## config.mk

```make
export PLATFORM = sky130hd
export DESIGN_NAME = game_flow_ctrl
export DESIGN_NICKNAME = d
export VERILOG_FILES = /design/src/rtl/game_flow_ctrl.sv
export SDC_FILE = /design/constraint.sdc
export NUM_CORES = 1
export LEC_CHECK = 0
export BUFFER_PORTS_ARGS = -buffer_cell sky130_fd_sc_hd__buf_2
export CAP_MARGIN = 20
export CORE_MARGIN = 2
export CORE_UTILIZATION = 35
export DETAILED_ROUTE_END_ITERATION = 10
export GPL_ROUTABILITY_DRIVEN = 0
export SKIP_LAST_GASP = 1
export SLEW_MARGIN = 30
export SYNTH_ARGS = -nofsm -noshare
export SYNTH_HDL_FRONTEND = slang
export SYNTH_SLANG_ARGS = --single-unit
```

## constraint.sdc

```tcl
create_clock -name pclk -period 2.4 [get_ports pclk]
set_input_delay 0.12 -clock pclk [delete_from_list [all_inputs] [get_ports pclk]]
set_output_delay 0.12 -clock pclk [all_outputs]
set_load 0.1 [all_outputs]
```

## src/rtl/game_flow_ctrl.sv

```systemverilog
// Top-level game sequencer for the duck-shooting VGA game: IDLE/WAIT/GAME/PAUSE/SCORE flow,
// per-round seconds timer, multi-round play, pixel source select and play-button geometry.
module game_flow_ctrl #(
    parameter int TICKS_PER_SEC = 65000000,
    parameter int GAME_TIME     = 15,
    parameter int N_ROUNDS      = 1,
    parameter int TIME_W        = 8,
    parameter int COLOR_W       = 12,
    parameter int BTN_X         = 492,
    parameter int BTN_Y         = 376,
    parameter int BTN_W         = 300,
    parameter int BTN_H         = 100
) (
    input  logic               pclk,
    input  logic               rst_d,
    input  logic               mode_multi,
    input  logic               rect_clicked_play,
    input  logic               uart_start,
    input  logic               mouse_clicked_stop,
    input  logic               pause_toggle,
    input  logic [COLOR_W-1:0] rgb_in_play,
    input  logic [COLOR_W-1:0] rgb_in_wait,
    input  logic [COLOR_W-1:0] rgb_in_game,
    input  logic [COLOR_W-1:0] rgb_in_score,
    output logic [COLOR_W-1:0] rgb_out,
    output logic [2:0]         state,
    output logic [10:0]        btn_hstart,
    output logic [10:0]        btn_vstart,
    output logic [10:0]        btn_hlength,
    output logic [10:0]        btn_vlength,
    output logic [TIME_W-1:0]  time_left,
    output logic [3:0]         round_num,
    output logic               game_end
);

    localparam int                 TICK_W     = $clog2(TICKS_PER_SEC);
    localparam logic [TICK_W-1:0]  TICK_LAST  = TICK_W'(TICKS_PER_SEC - 1);
    localparam logic [TIME_W-1:0]  TIME_INIT  = TIME_W'(GAME_TIME);
    localparam logic [3:0]         ROUND_LAST = 4'(N_ROUNDS);

    typedef enum logic [2:0] {
        ST_IDLE  = 3'd0,
        ST_WAIT  = 3'd1,
        ST_GAME  = 3'd2,
        ST_PAUSE = 3'd3,
        ST_SCORE = 3'd4
    } state_t;

    state_t              state_r, state_nxt_s;
    logic [TICK_W-1:0]   tick_r, tick_nxt_s;
    logic [TIME_W-1:0]   time_r, time_nxt_s;
    logic [3:0]          round_r, round_nxt_s;
    logic                end_r, end_nxt_s;
    logic [COLOR_W-1:0]  rgb_r, rgb_nxt_s;
    logic [10:0]         btn_x_r, btn_y_r, btn_w_r, btn_h_r;
    logic                wrap_s;

    assign wrap_s = (tick_r == TICK_LAST);

    // Next-state, timer and pixel-source selection for the current state
    always_comb begin
        state_nxt_s = state_r;
        tick_nxt_s  = tick_r;
        time_nxt_s  = time_r;
        round_nxt_s = round_r;
        end_nxt_s   = 1'b0;
        rgb_nxt_s   = {COLOR_W{1'b0}};
        case (state_r)
            ST_IDLE: begin
                rgb_nxt_s = rgb_in_play;
                if (rect_clicked_play) begin
                    state_nxt_s = mode_multi ? ST_WAIT : ST_GAME;
                    round_nxt_s = 4'd1;
                    time_nxt_s  = TIME_INIT;
                    tick_nxt_s  = {TICK_W{1'b0}};
                end else begin
                    state_nxt_s = ST_IDLE;
                end
            end
            ST_WAIT: begin
                rgb_nxt_s = rgb_in_wait;
                if (uart_start) begin
                    state_nxt_s = ST_GAME;
                end else if (mouse_clicked_stop) begin
                    state_nxt_s = ST_IDLE;
                end else begin
                    state_nxt_s = ST_WAIT;
                end
            end
            ST_GAME: begin
                rgb_nxt_s = rgb_in_game;
                // A round end swallows a coincident pause request
                if (wrap_s && (time_r == TIME_W'(1))) begin
                    tick_nxt_s = {TICK_W{1'b0}};
                    if (round_r == ROUND_LAST) begin
                        state_nxt_s = ST_SCORE;
                        time_nxt_s  = {TIME_W{1'b0}};
                        end_nxt_s   = 1'b1;
                    end else begin
                        round_nxt_s = round_r + 4'd1;
                        time_nxt_s  = TIME_INIT;
                    end
                end else begin
                    if (wrap_s) begin
                        tick_nxt_s = {TICK_W{1'b0}};
                        time_nxt_s = time_r - TIME_W'(1);
                    end else begin
                        tick_nxt_s = tick_r + TICK_W'(1);
                    end
                    state_nxt_s = pause_toggle ? ST_PAUSE : ST_GAME;
                end
            end
            ST_PAUSE: begin
                rgb_nxt_s = rgb_in_wait;
                if (mouse_clicked_stop) begin
                    state_nxt_s = ST_IDLE;
                    time_nxt_s  = TIME_INIT;
                end else if (pause_toggle) begin
                    state_nxt_s = ST_GAME;
                end else begin
                    state_nxt_s = ST_PAUSE;
                end
            end
            ST_SCORE: begin
                rgb_nxt_s = rgb_in_score;
                if (mouse_clicked_stop) begin
                    state_nxt_s = ST_IDLE;
                end else begin
                    state_nxt_s = ST_SCORE;
                end
            end
            default: begin
                state_nxt_s = ST_IDLE;
                tick_nxt_s  = {TICK_W{1'b0}};
                time_nxt_s  = TIME_INIT;
                round_nxt_s = 4'd0;
                rgb_nxt_s   = {COLOR_W{1'b0}};
            end
        endcase
    end

    // State and output registers; button geometry follows the state being entered
    always_ff @(posedge pclk or posedge rst_d) begin
        if (rst_d) begin
            state_r <= ST_IDLE;
            tick_r  <= {TICK_W{1'b0}};
            time_r  <= TIME_INIT;
            round_r <= 4'd0;
            end_r   <= 1'b0;
            rgb_r   <= {COLOR_W{1'b0}};
            btn_x_r <= 11'(BTN_X);
            btn_y_r <= 11'(BTN_Y);
            btn_w_r <= 11'(BTN_W);
            btn_h_r <= 11'(BTN_H);
        end else begin
            state_r <= state_nxt_s;
            tick_r  <= tick_nxt_s;
            time_r  <= time_nxt_s;
            round_r <= round_nxt_s;
            end_r   <= end_nxt_s;
            rgb_r   <= rgb_nxt_s;
            btn_x_r <= (state_nxt_s == ST_IDLE) ? 11'(BTN_X) : 11'd0;
            btn_y_r <= (state_nxt_s == ST_IDLE) ? 11'(BTN_Y) : 11'd0;
            btn_w_r <= (state_nxt_s == ST_IDLE) ? 11'(BTN_W) : 11'd0;
            btn_h_r <= (state_nxt_s == ST_IDLE) ? 11'(BTN_H) : 11'd0;
        end
    end

    assign state       = state_r;
    assign rgb_out     = rgb_r;
    assign time_left   = time_r;
    assign round_num   = round_r;
    assign game_end    = end_r;
    assign btn_hstart  = btn_x_r;
    assign btn_vstart  = btn_y_r;
    assign btn_hlength = btn_w_r;
    assign btn_vlength = btn_h_r;

endmodule

```

==> flow_summary.yaml, run 1 <==
layout:
  layout.cells.most_common_list: "100 x sky130_fd_sc_hd__buf_2, 46 x sky130_fd_sc_hd__dfrtp_1, 45 x sky130_fd_sc_hd__nor2_1"
  mostFrequentLayoutCell: "sky130_fd_sc_hd__buf_2"
  count_of_antenna_diodes_in_the_layout: 0
  register_area_sq_um: 1390
  num-fill-cells: 1030
  post-route-util: 0.427
  syn2layout_area_growth_pct: 20.1
  fin_nets: 578
  layout-drive-gt1-share: 0.301
  multi_input_area_sq_um: 1910
global_routing:
  overflow: 0
  grt_usage: 0.170
  antenna_violations_before_repair: 0
  via_count_of_the_first_global_routing_pass: 3282
  grt_first_pass_wirelength_um: 15600
  pin_count_of_the_biggest_net_entering_global_routing: 30
logic_synthesis:
  synth_cell_type_count: 58
  yosys-mux-area-fraction: 0.0358
  ys_async_sr_fraction: 1.00
  yosys_most_used_dff: "sky130_fd_sc_hd__dfrtp_1"
  syn_area_sq_um: 3640
  synth_top_family_by_area: "simple AND/OR/NAND/NOR gates"
  edff_count_synth: 0
  xor_xnor_portion_of_the_synthesized_cell_area: 0.0409
  synth_area_in_simple_gates: 0.265
  seq_area_frac_synth: 0.380
  ys_ff_latch: 55
  post_synth.cell_area_avg_sq_um: 8.56
  synth_fa_ha_area_frac: 0.0172
  synthesis.instances: 425
  synth-compound-area-share: 0.136
  synthesis_warning_total: 0
worst_setup_path:
  critPathMostFrequentCell: "sky130_fd_sc_hd__or4_4"
  ff2ff_setup_slack_ns: 0.13
  worst-path-buf-inv: 0
  critPathMaxStageDelay_ns: 0.56
  path_max_fanout: 6
  timing.critical_path.max_delay_family: "simple AND/OR/NAND/NOR gates"
  setup_cp_type: "flip-flop to flip-flop"
  critPathSlowestCell: "sky130_fd_sc_hd__or4_4"
  reg2reg_depth: 5
  setup.worst_path.start_class: "flip-flop"
  timing.critical_path.to_type: "flip-flop"
  critical_path.cell_chain: "or4_4 > or4_4 > nor4_4 > o21ai_1 > a22o_1"
  worst-endpoint-arrival_ns: 2.49
  worst_reg2reg_startpoint: "tick_r[7]$_DFFE_PP0P_"
  worst_path_required_time_ns: 2.62
  timing.rr.end: "round_num[1]$_DFFE_PP0P_"
sta:
  timing_worst_slew_pin_value_ns: 0.819
  post-route-min-period_ns: 2.27
  worst_slew_margin_rel: 0.449
  rsz0062_at_grt: "false"
  clock-skew-final_ns: 0.00407
  hold_violations: 0
  final-setup-viol-count: 0
  final_min_period_over_clock_period: 0.947
  final_setup_tns_ns: 0
  maxClockFrequency_mhz: 440
  slew_viol_final: 0
clock_tree:
  htree_levels: 2
  postCtsSetupBuffers: 0
  cts_buffers: 5
  path_clk_slew_ns: 0.10
  numClockSinks: 55
  cts_tree: "built"
  clk-insertion-delay-late_ns: 0.32
  clk_root_buffer_cell: "sky130_fd_sc_hd__clkbuf_8"
  clockBufferDepth: 2
hold_path:
  worstHoldPathType: "input pin to flip-flop"
  cell_depth_of_the_worst_hold_path: 3
  hold_path_endpoint: "rgb_out[1]$_DFF_PP0_"
  min-delay-start: "rgb_in_score[1]"
floorplanning:
  fp.dieArea_sq_um: 11200
  start_util: 0.356
  design.core.area_sq_um: 10200
  pin_count: 127
  die-height_um: 106
  fp-row-count: 37
  horizontal_die_dimension_um: 106
power:
  powerDensity_nw_per_um2: 1270
  leakagePower_nw: 2.02
  power.ir.vdd_worst_mv: 1.03
route:
  drtIter0Drc: 114
  avgRoutedWirePerCell_um: 14.1
  dr.pass1.iters: 4
  route.detailed.drc: 0
  route.antenna.remaining_nets: 0
  routed-via-count: 3328
  viasPerCell: 5.08
  postRouteWirelength_um: 9230
job:
  maxCapViolations: 0
placed_design:
  io_buffers: 100
  detailedPlacementHpwl_um: 6920
run_status:
  status: "finished clean"
==> synthesized netlist by cell type, drive strengths merged (3+ instances only) <==
cell type / n / area, sq um
a21oi: 24 / 120
a31oi: 5 / 31.3
a32oi: 3 / 26.3
and3: 6 / 37.5
and4: 4 / 35.0
buf: 47 / 342
clkbuf: 18 / 67.6
dfrtp: 50 / 1250
dfstp: 5 / 131
ha: 5 / 62.6
inv: 11 / 41.3
mux2i: 13 / 130
nand2: 23 / 86.3
nand2b: 6 / 37.5
nand3: 30 / 150
nand3b: 4 / 30.0
nand4: 7 / 50.1
nor2: 46 / 180
nor2b: 3 / 18.8
nor3: 17 / 85.1
nor3b: 3 / 22.5
nor4: 13 / 96.3
o21ai: 24 / 120
o31ai: 4 / 30.0
or3: 6 / 38.8
or4: 4 / 37.5
xnor2: 16 / 140
==> worst max-delay path by stage <==
stage	startpoint	to	slack [ns]	cells past startpoint
floorplan	round_num[1]$_DFFE_PP0P_	btn_vlength[5]$_DFF_PP1_	-0.0008	7
global placement	tick_r[7]$_DFFE_PP0P_	round_num[1]$_DFFE_PP0P_	0.19	5
detailed placement	tick_r[7]$_DFFE_PP0P_	round_num[1]$_DFFE_PP0P_	0.16	5
CTS	tick_r[7]$_DFFE_PP0P_	round_num[1]$_DFFE_PP0P_	0.14	5
global route	tick_r[0]$_DFFE_PP0P_	time_left[6]$_DFFE_PP0P_	0.03	8
finish	tick_r[7]$_DFFE_PP0P_	round_num[1]$_DFFE_PP0P_	0.13	5
==> per-layer routing <==
| metal | vias to the layer above | part of all wire | GRT usage | wire [um] |
|---|---|---|---|---|
| met4 | 0 | 0.0083 | 0.0479 | 77 |
| met5 | - | 0 | 0 | 0 |
| met1 | 1589 | 0.44 | 0.218 | 4030 |
| met3 | 8 | 0.056 | 0.0392 | 513 |
| met2 | 92 | 0.50 | 0.286 | 4610 |
| li1 | 1639 | - | - | - |
==> worst reg2reg max path, delay by kind of cell, from the launching register on <==
| family | cells | cell delay (ns) |
|---|---|---|
| simple gates | 3 | 1.38 |
| compound gates | 2 | 0.34 |
| flops | 1 | 0.45 |
==> sequential cells by signal, indices dropped and copies added, names as in the netlist <==
signal and cells:
time_left 8, state 3, rgb_out 12, round_num 4, btn_vlength 1, game_end 1
tick_r 26
==> report_power, final <==
part / switching [mW] / total, mW / internal, mW
Clock: 0.324 / 0.740 / 0.416
Combinational: 3.00 / 3.62 / 0.626
Sequential: 0.0934 / 1.18 / 1.09
Total: 3.41 / 5.54 / 2.13
==> metrics by stage <==
stage | instance area, sq um | std cells | total power, mW | setup slack (ns) | hold WS (ns)
global route | 4370 | 655 | 5.79 | 0.0339 | 0.0292
floorplan | 3740 | 450 | 4.36 | -0.000817 | 0.264
finish | 4370 | 655 | 5.54 | 0.127 | 0.0307
global placement | 4210 | 646 | 4.81 | 0.186 | 0.225
detailed placement | 4210 | 646 | 4.84 | 0.163 | 0.228
CTS | 4360 | 655 | 5.58 | 0.140 | 0.0273
==> cell families after synthesis <==
kind of cell / Yosys count
other cells: 1
simple gates: 179
mux: 13
buf+inv: 76
xor+xnor: 17
compound gates: 79
flops: 55
fa+ha+maj: 5
==> layout make-up <==
type                    instances  share of cell area
flip-flops and latches         55               0.318
clock buffers                   5              0.0158
inverters                      11             0.00945
well taps                     136              0.0389
repair buffers                126               0.166
multi-input cells             319               0.437
clock inverters                 3              0.0155
==> what timing repair did <==
action                                 in CTS  in global routing
setup endpoints to repair                   0                  6
endpoints found under the hold margin      21                  0
resized for setup                           0                  2
hold buffers                                1                  0
(Power assumes the default switching activity.)
==> inputs of run 2 (changes only) <==
- REMOVE_ABC_BUFFERS: unset -> 1
==> flow_summary.yaml, run 2 (synthesized netlist as in run 1, its figures left out) <==
run_status:
  status: "finished clean"
layout:
  mostFrequentLayoutCell: "sky130_fd_sc_hd__buf_2"
  syn2layout_area_growth_pct: 17.0
  num-fill-cells: 1045
  registers.top_by_ff_count: "tick_r"
  max_ffs_per_register: 26
  count_of_antenna_diodes_in_the_layout: 0
  final_cell_count_without_fillers: 652
  layout-drive-gt1-share: 0.283
  fin_nets: 575
  layout.cells.most_common_list: "100 x sky130_fd_sc_hd__buf_2, 50 x sky130_fd_sc_hd__dfrtp_1, 45 x sky130_fd_sc_hd__nor2_1"
route:
  route.detailed.drc: 0
  drtIter0Drc: 160
  route.antenna.remaining_nets: 0
  routed-via-count: 3338
  viasPerCell: 5.12
  avgRoutedWirePerCell_um: 14.3
  postRouteWirelength_um: 9350
  dr.pass1.iters: 4
worst_setup_path:
  timing.rr.end: "btn_vlength[5]$_DFF_PP1_"
  worst-endpoint-arrival_ns: 2.50
  critical_path.startpoint: "tick_r[7]$_DFFE_PP0P_"
  timing.critical_path.to_type: "flip-flop"
  critical_path.endpoint: "btn_vlength[5]$_DFF_PP1_"
  worst_path_required_time_ns: 2.65
  ff2ff_setup_slack_ns: 0.14
  setup.worst_path.start_class: "flip-flop"
  setup_cp_type: "flip-flop to flip-flop"
  reg2reg_depth: 5
  worst_reg2reg_startpoint: "tick_r[7]$_DFFE_PP0P_"
  path_max_fanout: 6
global_routing:
  antenna_violations_before_repair: 0
  pin_count_of_the_biggest_net_entering_global_routing: 35
  via_count_of_the_first_global_routing_pass: 3280
  overflow: 0
  grt_usage: 0.172
  grt_first_pass_wirelength_um: 15800
placed_design:
  io_buffers: 100
  place_inst: 643
  detailedPlacementHpwl_um: 7010
clock_tree:
  clk_root_buffer_cell: "sky130_fd_sc_hd__clkbuf_8"
  clockBufferDepth: 2
  cts_tree: "built"
  clk-insertion-delay-late_ns: 0.32
  numClockSinks: 55
  cts_buffers: 5
  htree_levels: 2
  path_clk_slew_ns: 0.09
  postCtsSetupBuffers: 0
sta:
  final_min_period_over_clock_period: 0.940
  clock-skew-final_ns: 0.00957
  timing_worst_slew_pin_value_ns: 0.968
  maxClockFrequency_mhz: 443
  post-route-min-period_ns: 2.26
  final-setup-viol-count: 0
  hold_violations: 0
  rsz0062_at_grt: "false"
  final.hold.worst_slack_ns: 0.0374
  slew_viol_final: 0
  worst_slew_margin_rel: 0.353
floorplanning:
  fp.dieArea_sq_um: 11200
  start_util: 0.356
  fp-row-count: 37
  pin_count: 127
  die-height_um: 106
  horizontal_die_dimension_um: 106
  design.core.area_sq_um: 10200
job:
  maxCapViolations: 0
power:
  power.ir.vdd_worst_mv: 1.49
  powerDensity_nw_per_um2: 1230
  leakagePower_nw: 1.98
hold_path:
  worstHoldPathType: "input pin to flip-flop"
run 2: final cells by class:
type,count,area [sq um],share of cell area
inverter,11,41.3,0.00970
timing repair buffer,123,676,0.159
multi-input combinational,319,1910,0.448
sequential,55,1380,0.325
tap,136,170,0.0400
clock inverter,1,5.00,0.00118
clock buffer,7,76.3,0.0179
run 2: what timing repair did:
action,4_1_cts,5_1_grt
hold endpoints to repair,26,0
endpoints found under the setup margin,0,1
hold buffers,1,0
resized for setup,0,1
run 2: worst max-delay path, cell delays in order, from the launching register on:
cell	delay, ns
sky130_fd_sc_hd__dfrtp_1	0.44
sky130_fd_sc_hd__or4_4	0.53
sky130_fd_sc_hd__or4_4	0.56
sky130_fd_sc_hd__nor4_1	0.38
sky130_fd_sc_hd__o21ai_1	0.14
sky130_fd_sc_hd__o211a_1	0.15
run 2: per-layer routing:
layer	wire, um	global-route usage	vias to the layer above
li1	-	-	1638
met1	4130	0.228	1573
met2	4450	0.277	113
met3	567	0.0362	14
met4	202	0.0667	0
met5	0	0	-
run 2: power by group:
part / leakage (nW) / internal [mW] / switching (mW) / total, mW
logic: 1.23 / 0.554 / 2.98 / 3.53
registers: 0.714 / 1.09 / 0.102 / 1.19
clock network: 0.0422 / 0.206 / 0.302 / 0.508
run 2: metrics by stage:
stage	TNS [ns]	utilization	setup slack [ns]	power, mW	cell area, sq um
after floorplan	-107.12	-	-4.19	3.40	3320
after global placement	0	0.407	0.187	4.72	4160
after detailed placement	0	0.407	0.160	4.75	4160
after CTS	0	0.415	0.148	5.27	4250
after global routing	0	0.416	0.0357	5.46	4260
final	0	0.416	0.144	5.23	4260
run 2: worst min path at each step:
stage	from	cells past startpoint	slack (ns)	end
floorplan	pause_toggle	2	0.26	state[0]$_DFF_PP0_
global placement	rst_d	2	0.26	tick_r[23]$_DFFE_PP0P_
detailed placement	rst_d	2	0.26	tick_r[24]$_DFFE_PP0P_
CTS	rgb_in_score[6]	3	0.02	rgb_out[6]$_DFF_PP0_
global route	rgb_in_score[0]	3	0.04	rgb_out[0]$_DFF_PP0_
finish	rgb_in_score[2]	3	0.04	rgb_out[2]$_DFF_PP0_
==> inputs of run 3 (changes only) <==
- CORE_ASPECT_RATIO: unset -> 0.7
==> flow_summary.yaml, run 3 (synthesized netlist as in run 1, its figures left out) <==
run_status:
  status: "finished clean"
global_routing:
  pin_count_of_the_biggest_net_entering_global_routing: 31
  grt_first_pass_wirelength_um: 15200
  overflow: 0
  via_count_of_the_first_global_routing_pass: 3104
  antenna_violations_before_repair: 0
  grt_usage: 0.168
worst_setup_path:
  path_max_fanout: 6
  setup.worst_path.start_class: "flip-flop"
  critical_path.startpoint: "tick_r[7]$_DFFE_PP0P_"
  worst_path_required_time_ns: 2.59
  worst_reg2reg_startpoint: "tick_r[7]$_DFFE_PP0P_"
  worst-endpoint-arrival_ns: 2.47
  timing.critical_path.to_type: "flip-flop"
  setup_cp_type: "flip-flop to flip-flop"
route:
  wl_met2_um: 4170
  wl_met3_um: 550
  routed-via-count: 3330
  route.antenna.remaining_nets: 0
  highest-signal-layer: "met4"
  dr.pass1.iters: 5
  avgRoutedWirePerCell_um: 14.2
  postRouteWirelength_um: 9210
  met1Wirelength_um: 4320
  drtIter0Drc: 294
  viasPerCell: 5.14
  route.detailed.drc: 0
placed_design:
  detailedPlacementHpwl_um: 6920
  io_buffers: 100
clock_tree:
  cts_buffers: 5
  htree_levels: 2
  post_cts_resize_count: 0
  clockBufferDepth: 2
  cts_tree: "built"
  clk-insertion-delay-late_ns: 0.30
  path_clk_slew_ns: 0.07
  clk_root_buffer_cell: "sky130_fd_sc_hd__clkbuf_16"
  numClockSinks: 55
floorplanning:
  start_util: 0.355
  design.core.area_sq_um: 10200
  die-height_um: 89.3
  fp.dieArea_sq_um: 11200
  horizontal_die_dimension_um: 126
  pin_count: 127
  fp-row-count: 31
hold_path:
  min-delay-start: "rgb_in_score[6]"
  worstHoldPathType: "input pin to flip-flop"
layout:
  mostFrequentLayoutCell: "sky130_fd_sc_hd__buf_2"
  max_ffs_per_register: 26
  layout.cells.most_common_list: "100 x sky130_fd_sc_hd__buf_2, 50 x sky130_fd_sc_hd__dfrtp_1, 45 x sky130_fd_sc_hd__nor2_1"
  multi_input_area_sq_um: 1900
  count_of_antenna_diodes_in_the_layout: 0
  num-fill-cells: 1055
  layout-drive-gt1-share: 0.287
  register_area_sq_um: 1380
  fin_nets: 575
  registers.top_by_ff_count: "tick_r"
  syn2layout_area_growth_pct: 19.0
  post-route-util: 0.423
sta:
  post-route-min-period_ns: 2.28
  slew_viol_final: 0
  maxClockFrequency_mhz: 439
  final-setup-viol-count: 0
  worst_slew_margin_rel: 0.447
  timing_worst_slew_pin_value_ns: 0.827
  final_min_period_over_clock_period: 0.950
  clock-skew-final_ns: 0.00355
  hold_violations: 0
  rsz0062_at_grt: "false"
power:
  powerDensity_nw_per_um2: 1270
  power.ir.vdd_worst_mv: 1.14
  power_mw: 5.50
  leakagePower_nw: 2.02
job:
  maxCapViolations: 0
==> run 3: cell types whose count changed in the layout (fill, tap and decap cells not counted), sizes merged <==
cell	before	now
clkinv	1	0
clkinvlp	0	1
==> run 3: path summary, 6_finish.rpt <==
path                                            end  slack, ns  depth (start not counted)
min                            rgb_out[6]$_DFF_PP0_       0.05                          3
max in group asynchronous  btn_vlength[5]$_DFF_PP1_       1.25                          4
max                        round_num[1]$_DFFE_PP0P_       0.12                          5
min reg2reg                   tick_r[0]$_DFFE_PP0P_       0.52                          1
max reg2reg                round_num[1]$_DFFE_PP0P_       0.12                          5
min in group asynchronous      rgb_out[6]$_DFF_PP0_       0.43                          3
==> run 3: where the power goes <==
part	switching [mW]	total, mW	internal, mW	leakage, nW
registers	0.111	1.20	1.09	0.714
clock network	0.339	0.784	0.445	0.0761
logic	2.96	3.52	0.557	1.23
==> run 3: layer usage <==
metal  GRT usage  up-vias
met5           0        -
met2       0.273      118
met3      0.0359       15
met4      0.0599        0
met1       0.224     1557
li1            -     1640
==> run 3: layout make-up <==
class / count / share of cell area
multi-input cells: 319 / 0.440
flip-flops and latches: 55 / 0.319
repair buffers: 123 / 0.156
well taps: 132 / 0.0382
clock buffers: 7 / 0.0353
inverters: 11 / 0.00954
clock inverters: 1 / 0.00173
==> run 3: repair_timing <==
item	CTS	global route
hold buffers	1	0
endpoints found under the hold margin	23	0
buffers inserted	0	0
==> run 3: stage by stage <==
stage	std cells	setup TNS [ns]	area (sq um)	setup WS [ns]	hold WS, ns
2_1_floorplan	385	-107.12	3320	-4.19	0.264
3_3_place_gp	639	0	4160	0.169	0.192
3_5_place_dp	639	0	4160	0.140	0.194
4_1_cts	648	0	4330	0.123	0.0464
5_1_grt	648	0	4330	0.0455	0.0550
6_report	648	0	4330	0.120	0.0492
==> run 3: critical path, stage by stage (launching register included) <==
cell and delay (ns):
sky130_fd_sc_hd__dfrtp_1 0.44, sky130_fd_sc_hd__or4_4 0.54, sky130_fd_sc_hd__or4_4 0.56, sky130_fd_sc_hd__nor4_4 0.29
sky130_fd_sc_hd__o21ai_1 0.09, sky130_fd_sc_hd__a22o_1 0.24
